<file path="config.mk">
export PLATFORM = sky130hd
export DESIGN_NAME = rtc_time_writer_flat
export DESIGN_NICKNAME = d
export VERILOG_FILES = /design/src/rtl/rtc_time_writer_if.sv /design/src/rtl/rtc_time_writer.sv /design/src/flat_wrapper.sv
export SDC_FILE = /design/constraint.sdc
export NUM_CORES = 1
export LEC_CHECK = 0
export CAP_MARGIN = 20
export CELL_PAD_IN_SITES_DETAIL_PLACEMENT = 0
export CELL_PAD_IN_SITES_GLOBAL_PLACEMENT = 2
export CORE_MARGIN = 4
export CORE_UTILIZATION = 31
export CTS_CLUSTER_DIAMETER = 60
export DETAILED_ROUTE_END_ITERATION = 6
export GPL_TIMING_DRIVEN = 0
export PLACE_DENSITY = 0.76
export SLEW_MARGIN = 20
export SYNTH_ARGS = -nofsm -noshare
export SYNTH_HDL_FRONTEND = slang
export SYNTH_SLANG_ARGS = --single-unit
</file>
<file path="constraint.sdc">
create_clock -name CLK -period 2.3 [get_ports CLK]
set_input_delay 0.23 -clock CLK [delete_from_list [all_inputs] [get_ports CLK]]
set_output_delay 0.23 -clock CLK [all_outputs]
set_load 0.005 [all_outputs]
</file>
<file path="src/rtl/rtc_time_writer_if.sv">
// Handshake and RTC parallel-bus bundle for rtc_time_writer.
// master: the edit-register side plus bus observers; slave: the writer itself.
interface rtc_time_writer_if;
  logic       START;
  logic [7:0] SEG_in;
  logic [7:0] MIN_in;
  logic [7:0] HOR_in;
  logic       BUSY;
  logic       DONE;
  logic       ERR;
  logic [7:0] AD_out;
  logic       AD_oe;
  logic       CS_n;
  logic       RD_n;
  logic       WR_n;
  logic       A_D;

  modport master (
    output START, SEG_in, MIN_in, HOR_in,
    input  BUSY, DONE, ERR, AD_out, AD_oe, CS_n, RD_n, WR_n, A_D
  );

  modport slave (
    input  START, SEG_in, MIN_in, HOR_in,
    output BUSY, DONE, ERR, AD_out, AD_oe, CS_n, RD_n, WR_n, A_D
  );
endinterface

</file>
<file path="src/rtl/rtc_time_writer.sv">
// rtc_time_writer: validates edited BCD seconds/minutes/hours and writes them
// to the RTC over its multiplexed A/D bus as address/data pairs.
// Optional macro RTC_WR_TRANSFER_EN appends a 0xF2/0xF2 transfer command write.
//
// state  | meaning
// IDLE   | waiting for START, bus released
// CHECK  | one cycle BCD range check of the latched bytes
// SETUP  | AD driven, strobes high (address/data setup)
// STROBE | CS_n/WR_n low for T_PULSE cycles
// HOLD   | strobes high, AD still driven
// GAP    | AD released for T_GAP cycles, then next phase or finish
// FINISH | one cycle, DONE pulses as it leaves
module rtc_time_writer #(
  parameter int T_PULSE = 10,
  parameter int T_GAP   = 5
) (
  input  logic              CLK,
  input  logic              RST_N,
  rtc_time_writer_if.slave  bus
);

  localparam int TMAX = (T_PULSE > T_GAP) ? T_PULSE : T_GAP;
  localparam int CW   = (TMAX > 1) ? $clog2(TMAX) : 1;
  localparam logic [CW-1:0] PULSE_LD = CW'(T_PULSE - 1);
  localparam logic [CW-1:0] GAP_LD   = CW'(T_GAP - 1);
`ifdef RTC_WR_TRANSFER_EN
  localparam logic [1:0] LAST_IDX = 2'd3;
`else
  localparam logic [1:0] LAST_IDX = 2'd2;
`endif

  typedef enum logic [2:0] {
    S_IDLE, S_CHECK, S_SETUP, S_STROBE, S_HOLD, S_GAP, S_FINISH
  } state_t;

  state_t        state, state_nxt;
  logic [1:0]    idx, idx_nxt;
  logic          phase, phase_nxt;      // 0 = address, 1 = data
  logic [CW-1:0] cnt, cnt_nxt;
  logic [7:0]    seg_q, seg_nxt;
  logic [7:0]    min_q, min_nxt;
  logic [7:0]    hor_q, hor_nxt;
  logic          busy, busy_nxt;
  logic          done, done_nxt;
  logic          err, err_nxt;
  logic [7:0]    ad_out, ad_out_nxt;
  logic          ad_oe, ad_oe_nxt;
  logic          cs_n, cs_n_nxt;
  logic          wr_n, wr_n_nxt;
  logic          a_d, a_d_nxt;

  function automatic logic bcd_ok(input logic [7:0] s, input logic [7:0] m,
                                  input logic [7:0] h);
    return (s[3:0] <= 4'd9) && (s[7:4] <= 4'd5) &&
           (m[3:0] <= 4'd9) && (m[7:4] <= 4'd5) &&
           (h[3:0] <= 4'd9) && (h <= 8'h23);
  endfunction

  function automatic logic [7:0] addr_byte(input logic [1:0] i);
    case (i)
      2'd0:    return 8'h21;
      2'd1:    return 8'h22;
      2'd2:    return 8'h23;
      default: return 8'hF2;
    endcase
  endfunction

  function automatic logic [7:0] data_byte(input logic [1:0] i, input logic [7:0] s,
                                           input logic [7:0] m, input logic [7:0] h);
    case (i)
      2'd0:    return s;
      2'd1:    return m;
      2'd2:    return h;
      default: return 8'hF2;
    endcase
  endfunction

  // Next-state, sequencing counter and status flags.
  always_comb begin
    state_nxt = state;
    idx_nxt   = idx;
    phase_nxt = phase;
    cnt_nxt   = cnt;
    seg_nxt   = seg_q;
    min_nxt   = min_q;
    hor_nxt   = hor_q;
    busy_nxt  = busy;
    done_nxt  = 1'b0;
    err_nxt   = err;
    unique case (state)
      S_IDLE: begin
        if (bus.START) begin
          seg_nxt   = bus.SEG_in;
          min_nxt   = bus.MIN_in;
          hor_nxt   = bus.HOR_in;
          err_nxt   = 1'b0;
          busy_nxt  = 1'b1;
          state_nxt = S_CHECK;
        end
      end
      S_CHECK: begin
        if (!bcd_ok(seg_q, min_q, hor_q)) begin
          err_nxt   = 1'b1;
          state_nxt = S_FINISH;
        end else begin
          idx_nxt   = 2'd0;
          phase_nxt = 1'b0;
          state_nxt = S_SETUP;
        end
      end
      S_SETUP: begin
        cnt_nxt   = PULSE_LD;
        state_nxt = S_STROBE;
      end
      S_STROBE: begin
        if (cnt == '0) state_nxt = S_HOLD;
        else           cnt_nxt   = cnt - CW'(1);
      end
      S_HOLD: begin
        cnt_nxt   = GAP_LD;
        state_nxt = S_GAP;
      end
      S_GAP: begin
        if (cnt != '0) begin
          cnt_nxt = cnt - CW'(1);
        end else if (!phase) begin
          phase_nxt = 1'b1;
          state_nxt = S_SETUP;
        end else if (idx != LAST_IDX) begin
          idx_nxt   = idx + 2'd1;
          phase_nxt = 1'b0;
          state_nxt = S_SETUP;
        end else begin
          state_nxt = S_FINISH;
        end
      end
      S_FINISH: begin
        done_nxt  = 1'b1;
        busy_nxt  = 1'b0;
        state_nxt = S_IDLE;
      end
      default: state_nxt = S_IDLE;
    endcase
  end

  // Bus outputs decoded from the next state so the strobes come straight from flops.
  always_comb begin
    ad_out_nxt = 8'h00;
    ad_oe_nxt  = 1'b0;
    cs_n_nxt   = 1'b1;
    wr_n_nxt   = 1'b1;
    a_d_nxt    = 1'b1;
    if (state_nxt == S_SETUP || state_nxt == S_STROBE || state_nxt == S_HOLD) begin
      ad_oe_nxt  = 1'b1;
      a_d_nxt    = phase_nxt;
      ad_out_nxt = phase_nxt ? data_byte(idx_nxt, seg_nxt, min_nxt, hor_nxt)
                             : addr_byte(idx_nxt);
      if (state_nxt == S_STROBE) begin
        cs_n_nxt = 1'b0;
        wr_n_nxt = 1'b0;
      end
    end
  end

  // State, datapath and output registers; reset releases the bus at once.
  always_ff @(posedge CLK or negedge RST_N) begin
    if (!RST_N) begin
      state  <= S_IDLE;
      idx    <= 2'd0;
      phase  <= 1'b0;
      cnt    <= '0;
      seg_q  <= 8'h00;
      min_q  <= 8'h00;
      hor_q  <= 8'h00;
      busy   <= 1'b0;
      done   <= 1'b0;
      err    <= 1'b0;
      ad_out <= 8'h00;
      ad_oe  <= 1'b0;
      cs_n   <= 1'b1;
      wr_n   <= 1'b1;
      a_d    <= 1'b1;
    end else begin
      state  <= state_nxt;
      idx    <= idx_nxt;
      phase  <= phase_nxt;
      cnt    <= cnt_nxt;
      seg_q  <= seg_nxt;
      min_q  <= min_nxt;
      hor_q  <= hor_nxt;
      busy   <= busy_nxt;
      done   <= done_nxt;
      err    <= err_nxt;
      ad_out <= ad_out_nxt;
      ad_oe  <= ad_oe_nxt;
      cs_n   <= cs_n_nxt;
      wr_n   <= wr_n_nxt;
      a_d    <= a_d_nxt;
    end
  end

  assign bus.BUSY   = busy;
  assign bus.DONE   = done;
  assign bus.ERR    = err;
  assign bus.AD_out = ad_out;
  assign bus.AD_oe  = ad_oe;
  assign bus.CS_n   = cs_n;
  assign bus.RD_n   = 1'b1;
  assign bus.WR_n   = wr_n;
  assign bus.A_D    = a_d;

endmodule

</file>
<file path="src/flat_wrapper.sv">
// flat-port wrapper written by rule: the top's interface ports become plain ports
module rtc_time_writer_flat 
#(
  parameter int T_PULSE = 10,
  parameter int T_GAP   = 5
)
  (CLK, RST_N, bus_START, bus_SEG_in, bus_MIN_in, bus_HOR_in, bus_BUSY, bus_DONE, bus_ERR, bus_AD_out, bus_AD_oe, bus_CS_n, bus_RD_n, bus_WR_n, bus_A_D);
  rtc_time_writer_if bus_i ();
  input  logic CLK;
  input  logic RST_N;
  input wire logic [$bits(bus_i.START)-1:0] bus_START;
  input wire logic [$bits(bus_i.SEG_in)-1:0] bus_SEG_in;
  input wire logic [$bits(bus_i.MIN_in)-1:0] bus_MIN_in;
  input wire logic [$bits(bus_i.HOR_in)-1:0] bus_HOR_in;
  output wire logic [$bits(bus_i.BUSY)-1:0] bus_BUSY;
  output wire logic [$bits(bus_i.DONE)-1:0] bus_DONE;
  output wire logic [$bits(bus_i.ERR)-1:0] bus_ERR;
  output wire logic [$bits(bus_i.AD_out)-1:0] bus_AD_out;
  output wire logic [$bits(bus_i.AD_oe)-1:0] bus_AD_oe;
  output wire logic [$bits(bus_i.CS_n)-1:0] bus_CS_n;
  output wire logic [$bits(bus_i.RD_n)-1:0] bus_RD_n;
  output wire logic [$bits(bus_i.WR_n)-1:0] bus_WR_n;
  output wire logic [$bits(bus_i.A_D)-1:0] bus_A_D;
  assign bus_i.START = bus_START;
  assign bus_i.SEG_in = bus_SEG_in;
  assign bus_i.MIN_in = bus_MIN_in;
  assign bus_i.HOR_in = bus_HOR_in;
  assign bus_BUSY = bus_i.BUSY;
  assign bus_DONE = bus_i.DONE;
  assign bus_ERR = bus_i.ERR;
  assign bus_AD_out = bus_i.AD_out;
  assign bus_AD_oe = bus_i.AD_oe;
  assign bus_CS_n = bus_i.CS_n;
  assign bus_RD_n = bus_i.RD_n;
  assign bus_WR_n = bus_i.WR_n;
  assign bus_A_D = bus_i.A_D;
  rtc_time_writer #(.T_PULSE(T_PULSE), .T_GAP(T_GAP)) u_core (.CLK(CLK), .RST_N(RST_N), .bus(bus_i));
endmodule
</file>
==> flow_metrics.env, run 1 <==
export IMPL_status="finished clean"
export IMPL_vias_per_cell=5.04
export IMPL_power_w=0.00429
export IMPL_syn_area_per_cell_um2=11.0
export IMPL_diodes=0
export IMPL_ioPinCount=43
export IMPL_hold_viol=0
export IMPL_grt_pass1_wl_um=10200
export IMPL_drive_above_1_share_pct=25.3
export IMPL_cts_max_level=2
export IMPL_syn_inst=225
export IMPL_grt_pass1_vias=2052
export IMPL_wl_um=6070
export IMPL_worstSetupPathType="flip-flop to flip-flop"
export IMPL_worstMarginPinSlew_ns=0.633
export IMPL_crit_buf_inv=2
export IMPL_cp_depth=9
export IMPL_port_buffers=41
export IMPL_core_area_um2=7730
export IMPL_synth_warnings=0
export IMPL_post_route_util_pct=41.8
export IMPL_drt_wirelength_per_cell_um=15.9
export IMPL_ant_nets=0
export IMPL_path_delay_family="simple AND/OR/NAND/NOR gates"
export IMPL_cp_data_arrival_time_ns=2.42
export IMPL_power_leakage_nw=1.35
export IMPL_slowest_stage="dfrtp_1"
export IMPL_slowest_delay_ns=0.40
export IMPL_crit_fanout=9
export IMPL_drv_slew=0
export IMPL_p_per_area_nw_per_um2=1330
export IMPL_cts_root_buf="clkbuf_8"
export IMPL_numCtsBuffers=5
export IMPL_end_kind="flip-flop"
export IMPL_die_height_um=97.2
export IMPL_clockBufferDepth=2
export IMPL_ys_async_sr_fraction_pct=100
export IMPL_placed_area_um2=3000
export IMPL_max_cap_violations=0
export IMPL_synth_seq_area_share_pct=48.8
export IMPL_grtUsageTotal_pct=13.2
export IMPL_synth_distinct_cells=60
export IMPL_initial_core_util_pct=31.9
export IMPL_clkTransAtPathRegs_ns=0.10
export IMPL_syn_nets=255
export IMPL_final_cell_area_um2=3230
export IMPL_final_nets=310
export IMPL_period_minus_slack_ns=2.22
export IMPL_drtPass1Iterations=4
export IMPL_cts_tree="yes"
export IMPL_setup_viol=0
export IMPL_syn2layout_area_growth_pct=30.8
export IMPL_antenna_found_initial=0
export IMPL_cp_startpoint="u_core.cnt[0]$_DFFE_PN0P_"
export IMPL_fin_tns_setup_ns=0
export IMPL_gp_congestion=0.780
export IMPL_ys_flop_type="dfrtp_1"
export IMPL_rows=32
export IMPL_crit_chain="inv_2 > ha_4 > or3b_4 > nor2_4 > mux2_4 > nand2b_4 > clkinv_4 > and3_1 > o31a_1"
export IMPL_skew_ns=0.00549
export IMPL_grt_overflow_total=0
export IMPL_rsz0062_at_grt="no"
export IMPL_synthesis_area_um2=2470
export IMPL_fin_crit_sh_pct=96.7
export IMPL_reg2reg_from="u_core.cnt[0]$_DFFE_PN0P_"
export IMPL_rr_worst_depth=9
export IMPL_dp_hpwl_um=4440
export IMPL_drt_iter0_markers=37
export IMPL_vdd_drop_max_uv=443
export IMPL_final_cells=383
export IMPL_die_width_um=97.2
export IMPL_vias=1932
export IMPL_worstHoldPathType="input pin to async pin"
export IMPL_grt_max_degree=49
export IMPL_start_kind="flip-flop"
export IMPL_worstPathRequired_ns=2.49
export IMPL_synth_edf_count=0
export IMPL_clkLatencyLatePin_ns=0.30
export IMPL_ys_seq_elements=48
export IMPL_drc_errors=0
export IMPL_nFillCells=785
export IMPL_die_area_um2=9450
export IMPL_maxSlewHeadroom_pct=57.8
export IMPL_placed_cells=368
export IMPL_clock_sinks=48
export IMPL_fmax_mhz=449
==> timing repair <==
action                                 in CTS  in global routing
cloned                                      0                  0
buffers inserted                            3                  3
endpoints found under the hold margin      46                  0
gates resized for setup                     6                 10
setup endpoints to repair                   9                  5
pin swaps                                   1                  2
hold buffers                                1                  0
==> logic make-up after synthesis <==
group,Yosys count,synth area share (%)
adder cells (fa/ha/maj),3,1.52
other,1,0.152
AND/OR/NAND/NOR,65,15.5
buffers and inverters,26,5.43
flip-flops,48,48.8
XOR/XNOR,1,0.355
multiplexers,27,12.5
AO/OA/AOI/OAI,54,15.8
==> placed cells by master, fill, tap and decap left out, types with 3 or more instances in the layout <==
| master | Yosys | layout |
|---|---|---|
| o2111a_1 | 3 | 3 |
| o31a_1 | 3 | 3 |
| and3_1 | 6 | 6 |
| nor2_1 | 9 | 7 |
| nand3_1 | 6 | 6 |
| buf_4 | 2 | 9 |
| dfrtp_1 | 46 | 46 |
| a21oi_1 | 6 | 6 |
| buf_6 | 3 | 3 |
| mux2_2 | 21 | 21 |
| o22ai_1 | 4 | 4 |
| nand2_1 | 20 | 20 |
| o21ai_0 | 15 | 13 |
| buf_2 | 5 | 4 |
| inv_2 | 2 | 4 |
| clkdlybuf4s50_1 | 0 | 40 |
| inv_1 | 10 | 8 |
| a211oi_1 | 4 | 4 |
| clkbuf_8 | 0 | 5 |
==> state kept, by name, summed over array words and instances (netlist names), 2 cells and up <==
signal and count:
u_core.state 3, u_core.bus.AD_out 8, u_core.seg_q 8, u_core.idx 2, u_core.min_q 8, u_core.cnt 4, u_core.hor_q 8
==> path summary, 6_finish.rpt <==
path                                                  end  slack [ns]
max                        u_core.bus.AD_out[6]$_DFF_PN0_        0.08
min in group CLK                u_core.min_q[4]$_DFF_PN0_        0.49
max reg2reg                u_core.bus.AD_out[6]$_DFF_PN0_        0.08
min                             u_core.cnt[1]$_DFFE_PN0P_        0.47
min reg2reg                     u_core.min_q[4]$_DFF_PN0_        0.49
max in group asynchronous       u_core.bus.DONE$_DFF_PN0_        1.39
==> Yosys cell counts, types with 2 or more instances <==
library cell	instances	area share (%)
mux2i_1	3	1.2
nand3b_1	2	0.61
nor3_1	2	0.41
inv_1	10	1.5
o21ai_0	15	3.0
mux2_4	2	1.2
buf_2	5	1.0
a211oi_1	4	1.2
or4_1	2	0.61
nor2_1	9	1.4
dfrtp_1	46	47
o311a_1	2	0.81
a21o_1	2	0.61
nand3_1	6	1.2
nand2b_4	2	1.1
ha_1	3	1.5
nor3b_1	3	0.91
o31a_1	3	1.1
buf_6	3	1.4
a21oi_1	6	1.2
buf_4	2	0.61
o22ai_1	4	1.0
inv_2	2	0.30
and3_1	6	1.5
buf_1	2	0.30
dfstp_2	2	2.1
a221oi_1	2	0.71
nand2_1	20	3.0
mux2_2	21	9.6
o211ai_1	2	0.61
o2111a_1	3	1.4
==> power by group <==
group	switching, W	total [W]	internal (W)
Combinational	0.00115	0.00220	0.00105
Sequential	0.000238	0.00146	0.00122
Clock	0.000308	0.000636	0.000328
Total	0.00170	0.00429	0.00259
==> final cells by class <==
cell class / count / area, um2 / area share, %
clock inverters: 3 / 46.3 / 1.43
clock buffers: 5 / 68.8 / 2.13
inverters: 13 / 53.8 / 1.67
multi-input cells: 151 / 1180 / 36.4
plain buffers: 13 / 87.6 / 2.71
flip-flops and latches: 48 / 1200 / 37.3
well taps: 102 / 128 / 3.96
repair buffers: 48 / 463 / 14.3
==> worst register-to-register path: cells and delay by family, from the launching register on <==
kind,cells,cell delay (ns)
multiplexers,1,0.32
flip-flops,1,0.40
AO/OA/AOI/OAI,1,0.27
AND/OR/NAND/NOR,4,0.80
adder cells (fa/ha/maj),1,0.15
buffers and inverters,2,0.18
==> layer usage <==
metal / wire length (um) / global-route usage, % / share of wire, %
met1: 2750 / 16.5 / 45
met2: 3070 / 22.8 / 51
met3: 213 / 3.23 / 3.5
met4: 34 / 3.56 / 0.56
met5: 0 / 0 / 0
==> stage by stage <==
stage | setup WS, ns | hold slack, ns
4_1_cts | 0.00594 | 0.494
5_1_grt | 0.00496 | 0.527
3_3_place_gp | -0.547 | 0.468
3_5_place_dp | -0.209 | 0.302
6_report | 0.0751 | 0.473
2_1_floorplan | 0.0731 | -0.0656
Note: power is estimated with default switching activity, not from simulation.
==> inputs of run 2 (changes only) <==
- clock period: 2.3 -> 2 ns (I/O delays scaled with it)
==> run 2 against run 1 <==
The run now ends with setup timing left. Sequential share of layout area decreased by 1.5 points. Core utilization increased by 1.7 points. Register-to-register slack worse by 0.26 ns. Sequential cell count unchanged. Highest routed layer unchanged. Fmax is 2.0% higher. Clock skew grew 0.0079 ns. Critical endpoint unchanged. Clock-buffer cell count up 1. Die area unchanged. Cell area grew 4.1%. Largest cell class is now multi-input combinational cells. Cell count rose by 2.3%. Total power increased by 19%. First-iteration DRC count up 16%.
==> flow_metrics.env, run 2 (same netlist as run 1, synthesis figures left out) <==
export IMPL_initial_core_util_pct=31.9
export IMPL_worstHoldPathType="input pin to async pin"
export IMPL_max_cap_violations=0
export IMPL_syn2layout_area_growth_pct=36.2
export IMPL_final_cells=392
export IMPL_maxSlewHeadroom_pct=57.7
export IMPL_p_clk_share_pct=11.7
export IMPL_drive_above_1_share_pct=30.3
export IMPL_wl_um=6430
export IMPL_die_area_um2=9450
export IMPL_die_height_um=97.2
export IMPL_final_cell_area_um2=3360
export IMPL_ant_nets=0
export IMPL_status="complete, but fails checks"
export IMPL_dp_hpwl_um=4410
export IMPL_fin_crit_sh_pct=109
export IMPL_setup_viol=6
export IMPL_nFillCells=738
export IMPL_cts_max_level=2
export IMPL_grtUsageTotal_pct=14.2
export IMPL_power_w=0.00510
export IMPL_grt_pass1_vias=2101
export IMPL_netSwitchingPower_w=0.00207
export IMPL_drt_wirelength_per_cell_um=16.4
export IMPL_drt_iter0_markers=43
export IMPL_slowest_delay_ns=0.40
export IMPL_placed_area_um2=3010
export IMPL_violations="setup timing"
export IMPL_placed_cells=368
export IMPL_vias_per_cell=4.95
export IMPL_cp_data_arrival_time_ns=2.38
export IMPL_hold_viol=0
export IMPL_numCtsBuffers=5
export IMPL_crit_fanout=5
export IMPL_drtPass1Iterations=4
export IMPL_drc_errors=0
export IMPL_skew_ns=0.0134
export IMPL_antenna_found_initial=0
export IMPL_clockBufferDepth=2
export IMPL_vias=1939
export IMPL_drv_slew=0
export IMPL_rows=32
export IMPL_vdd_drop_max_uv=714
export IMPL_clkLatencyLatePin_ns=0.31
export IMPL_diodes=0
export IMPL_preCtsSetupSlack_ns=-0.406
export IMPL_crit_chain="inv_2 > ha_4 > or3b_4 > nor2_4 > mux2_4 > nand2b_4 > clkinv_4 > and3_4 > o31a_1"
export IMPL_gp_congestion=0.824
export IMPL_power_frac_comb_pct=54.9
export IMPL_core_area_um2=7730
export IMPL_worstSetupPathType="flip-flop to flip-flop"
export IMPL_start_kind="flip-flop"
export IMPL_clock_sinks=48
export IMPL_end_kind="flip-flop"
export IMPL_final_nets=319
export IMPL_slowest_stage="dfrtp_1"
export IMPL_p_per_area_nw_per_um2=1520
export IMPL_cts_root_buf="clkbuf_8"
export IMPL_period_minus_slack_ns=2.18
export IMPL_intPower_w=0.00303
export IMPL_seq_power_share_pct=33.5
export IMPL_grt_max_degree=49
export IMPL_ioPinCount=43
export IMPL_layout_commonest_cell="dfrtp_1"
export IMPL_worstMarginPinSlew_ns=0.635
export IMPL_final_cell_mix="dfrtp_1 (46), clkdlybuf4s50_1 (40), mux2_2 (21)"
export IMPL_clkTransAtPathRegs_ns=0.10
export IMPL_power_leakage_nw=1.40
export IMPL_rsz0062_at_grt="yes"
export IMPL_cts_tree="yes"
export IMPL_multiInputGateArea_um2=1250
export IMPL_switching_share_pct=40.6
export IMPL_fmax_mhz=458
export IMPL_die_width_um=97.2
export IMPL_port_buffers=41
export IMPL_grt_overflow_total=0
export IMPL_fin_ws_ns=-0.181
export IMPL_post_route_util_pct=43.5
export IMPL_regArea_um2=1200
export IMPL_worstPathRequired_ns=2.20
export IMPL_grt_pass1_wl_um=10900
[run 2: changes by cell type in the layout (fill, tap and decap cells not counted), moves of 2 or more]
cell    change
nor2_2      -2
inv_1       -2
and3_4      +2
nor2_4      +2
buf_4       +8
and3_1      -2
[run 2: worst paths after layout]
path | from | to | slack (ns) | depth (start not counted)
max | u_core.cnt[1]$_DFFE_PN0P_ | u_core.bus.AD_out[6]$_DFF_PN0_ | -0.18 | 9
min | RST_N | u_core.state[0]$_DFF_PN0_ | 0.45 | 2
max reg2reg | u_core.cnt[1]$_DFFE_PN0P_ | u_core.bus.AD_out[6]$_DFF_PN0_ | -0.18 | 9
min reg2reg | u_core.min_q[4]$_DFF_PN0_ | u_core.min_q[4]$_DFF_PN0_ | 0.51 | 2
max in group asynchronous | RST_N | u_core.bus.ERR$_DFFE_PN0P_ | 1.11 | 2
min in group CLK | u_core.min_q[4]$_DFF_PN0_ | u_core.min_q[4]$_DFF_PN0_ | 0.51 | 2
[run 2: what timing repair did]
item / CTS / global route
cloned: 1 / 0
endpoints found under the hold margin: 46 / 0
pin swaps: 3 / 3
resized for setup: 19 / 10
buffers inserted: 10 / 4
hold buffers: 1 / 0
endpoints found under the setup margin: 11 / 10
[run 2: layout make-up]
type | instances | area share (%)
plain buffers | 13 | 3.06
clock buffers | 6 | 2.16
clock inverters | 2 | 0.484
inverters | 13 | 1.71
multi-input cells | 151 | 37.2
flip-flops and latches | 48 | 35.8
well taps | 102 | 3.80
repair buffers | 56 | 15.6
repair inverters | 1 | 0.149
[run 2: critical path, delay by kind of cell (launching register included)]
family | cells | cell delay [ns]
multiplexers | 1 | 0.32
AO/OA/AOI/OAI | 1 | 0.27
adder cells (fa/ha/maj) | 1 | 0.16
flip-flops | 1 | 0.40
buffers and inverters | 2 | 0.15
AND/OR/NAND/NOR | 4 | 0.77
[run 2: power by group through the flow]
stage | sequential [W] | clock (W) | combinational (W)
after floorplan | 0.00162 | 0 | 0.00166
after global placement | 0.00167 | 0 | 0.00238
after detailed placement | 0.00168 | 0 | 0.00238
after CTS | 0.00168 | 0.000615 | 0.00269
after global routing | 0.00176 | 0.000673 | 0.00311
final | 0.00170 | 0.000594 | 0.00280
[run 2: per-stage QoR]
stage	hold WS, ns	TNS [ns]
2_1_floorplan	-0.0956	-0.586
3_3_place_gp	0.482	-40.36
3_5_place_dp	0.270	-3.45
4_1_cts	0.488	-0.872
5_1_grt	0.511	-1.94
6_report	0.446	-0.819
[run 2: per-layer routing]
layer	up-vias	wire length (um)	GRT usage, %
met4	0	31	2.27
met1	947	2970	18.7
met5	-	0	0
met3	5	187	2.80
met2	37	3240	24.4
li1	950	-	-
==> inputs of run 3 (changes only) <==
- CORE_UTILIZATION: 31 -> 25
- PLACE_DENSITY: 0.76 -> 0.64
==> run 3 against run 2 <==
Critical endpoint is now u_core.bus.AD_out[1]$_DFF_PN0_. Sequential share of layout area shrank 0.52 points. Fmax down 1.5%. Clock power up 7.2%. Largest cell class unchanged. Worst setup slack worse by 0.034 ns. Register-to-register slack got worse by 0.03 ns. Combinational power barely moved. The flow still finishes with violations (setup timing). Routed wire length rose by 4.5%.
==> flow_metrics.env, run 3 (same netlist as run 1, synthesis figures left out) <==
export IMPL_cts_root_buf="clkbuf_8"
export IMPL_drive_above_1_share_pct=30.6
export IMPL_rows=35
export IMPL_cts_tree="yes"
export IMPL_ioPinCount=43
export IMPL_rsz0062_at_grt="yes"
export IMPL_r2r_slack_ns=-0.22
export IMPL_slowest_delay_ns=0.52
export IMPL_slowest_stage="or4_1"
export IMPL_crit_chain="inv_2 > ha_4 > buf_4 > nand4bb_4 > o311a_1 > o21a_1 > buf_6 > or4_1 > o211a_1"
export IMPL_grtUsageTotal_pct=12.3
export IMPL_vias=1948
export IMPL_gp_congestion=0.744
export IMPL_placed_cells=395
export IMPL_post_route_util_pct=36.2
export IMPL_numCtsBuffers=5
export IMPL_worstHoldPathType="input pin to async pin"
export IMPL_layout_commonest_cell="dfrtp_1"
export IMPL_nFillCells=973
export IMPL_vdd_drop_max_uv=495
export IMPL_grt_overflow_total=0
export IMPL_cp_data_arrival_time_ns=2.41
export IMPL_start_kind="flip-flop"
export IMPL_vias_per_cell=4.61
export IMPL_wl_um=6720
export IMPL_cts_max_level=2
export IMPL_final_cell_mix="dfrtp_1 (45), clkdlybuf4s50_1 (40), buf_4 (25)"
export IMPL_fin_crit_sh_pct=111
export IMPL_initial_core_util_pct=26.2
export IMPL_final_cell_area_um2=3410
export IMPL_placed_area_um2=3050
export IMPL_power_frac_comb_pct=54.6
export IMPL_antenna_found_initial=0
export IMPL_fin_ws_ns=-0.215
export IMPL_worstSetupPathType="flip-flop to flip-flop"
export IMPL_drc_errors=0
export IMPL_clock_sinks=48
export IMPL_rr_endpoint="u_core.bus.AD_out[1]$_DFF_PN0_"
export IMPL_die_area_um2=11500
export IMPL_ant_nets=0
export IMPL_crit_fanout=4
export IMPL_fmax_mhz=451
export IMPL_skew_ns=0.00510
export IMPL_die_width_um=107
export IMPL_end_kind="flip-flop"
export IMPL_path_delay_family="simple AND/OR/NAND/NOR gates"
export IMPL_syn2layout_area_growth_pct=38.3
export IMPL_drt_wirelength_per_cell_um=15.9
export IMPL_hold_viol=0
export IMPL_drt_iter0_markers=53
export IMPL_clkTransAtPathRegs_ns=0.10
export IMPL_period_minus_slack_ns=2.22
export IMPL_reg2reg_from="u_core.cnt[1]$_DFFE_PN0P_"
export IMPL_netSwitchingPower_w=0.00206
export IMPL_clkLatencyLatePin_ns=0.31
export IMPL_final_nets=323
export IMPL_worstMarginPinSlew_ns=0.640
export IMPL_max_cap_violations=0
export IMPL_crit_buf_inv=3
export IMPL_core_area_um2=9420
export IMPL_power_leakage_nw=1.42
export IMPL_grt_pass1_vias=2144
export IMPL_switching_share_pct=40.0
export IMPL_port_buffers=41
export IMPL_status="complete, but fails checks"
export IMPL_drv_slew=0
export IMPL_intPower_w=0.00310
export IMPL_grt_pass1_wl_um=11100
export IMPL_seq_power_share_pct=33.0
export IMPL_final_cells=423
export IMPL_clockBufferDepth=2
export IMPL_dp_hpwl_um=4730
export IMPL_die_height_um=107
export IMPL_p_clk_share_pct=12.3
export IMPL_p_per_area_nw_per_um2=1510
export IMPL_diodes=0
export IMPL_setup_viol=8
export IMPL_power_w=0.00516
export IMPL_drtPass1Iterations=4
export IMPL_violations="setup timing"
export IMPL_hold_worst_slack_ns=0.456
export IMPL_grt_max_degree=49
export IMPL_maxSlewHeadroom_pct=57.4
export IMPL_rr_worst_depth=9
export IMPL_worstPathRequired_ns=2.20
[run 3: worst max-delay path by stage]
stage | from | to | slack, ns | cells past startpoint
finish | u_core.cnt[1]$_DFFE_PN0P_ | u_core.bus.AD_out[1]$_DFF_PN0_ | -0.22 | 9
global route | u_core.cnt[1]$_DFFE_PN0P_ | u_core.bus.AD_out[1]$_DFF_PN0_ | -0.28 | 9
CTS | u_core.cnt[0]$_DFFE_PN0P_ | u_core.bus.AD_out[6]$_DFF_PN0_ | -0.22 | 9
detailed placement | u_core.cnt[0]$_DFFE_PN0P_ | u_core.bus.AD_out[0]$_DFF_PN0_ | -0.48 | 9
global placement | RST_N | u_core.hor_q[0]$_DFF_PN0_ | -0.88 | 1
floorplan | u_core.cnt[0]$_DFFE_PN0P_ | u_core.bus.AD_out[6]$_DFF_PN0_ | -0.16 | 9
[run 3: final cells by class]
| class | count | area, um2 | share of cell area (%) |
|---|---|---|---|
| Multi-Input combinational cell | 151 | 1230 | 36.0 |
| Sequential cell | 48 | 1200 | 35.3 |
| Timing Repair Buffer | 61 | 561 | 16.4 |
| Tap cell | 129 | 161 | 4.73 |
| Buffer | 13 | 105 | 3.08 |
| Clock buffer | 6 | 82.6 | 2.42 |
| Inverter | 13 | 53.8 | 1.58 |
| Clock inverter | 2 | 15.0 | 0.440 |
[run 3: layer usage]
metal  vias up  share of wire [%]  global-route usage (%)
met3         5                3.0                    2.40
met2        32                 50                    21.0
met4         0               0.73                    3.01
met1       960                 46                    16.1
met5         -                  0                       0
li1        951                  -                       -
[run 3: through the flow]
step / worst slack [ns] / setup TNS [ns]
global route: -0.284 / -1.98
floorplan: -0.161 / -0.586
detailed placement: -0.479 / -4.24
CTS: -0.223 / -0.994
global placement: -0.878 / -45.56
finish: -0.215 / -0.992
[run 3: power by group through the flow]
stage | Combinational [W] | Sequential, W | Clock, W
4_1_cts | 0.00283 | 0.00171 | 0.000674
3_5_place_dp | 0.00241 | 0.00168 | 0
5_1_grt | 0.00314 | 0.00176 | 0.000700
6_report | 0.00282 | 0.00170 | 0.000637
3_3_place_gp | 0.00241 | 0.00168 | 0
2_1_floorplan | 0.00166 | 0.00162 | 0
[run 3: worst reg2reg max path, cell delays in order, from the launching register on]
cell and delay [ns]:
dfrtp_1 0.41, inv_2 0.08, ha_4 0.14, buf_4 0.11, nand4bb_4 0.13, o311a_1 0.30
o21a_1 0.14, buf_6 0.13, or4_1 0.52, o211a_1 0.14
[run 3: repair_timing]
item,CTS,global route
pin swaps,6,3
setup endpoints to repair,13,10
hold endpoints to repair,46,0
setup buffers,18,1
gates resized for setup,27,2
hold buffers,1,0
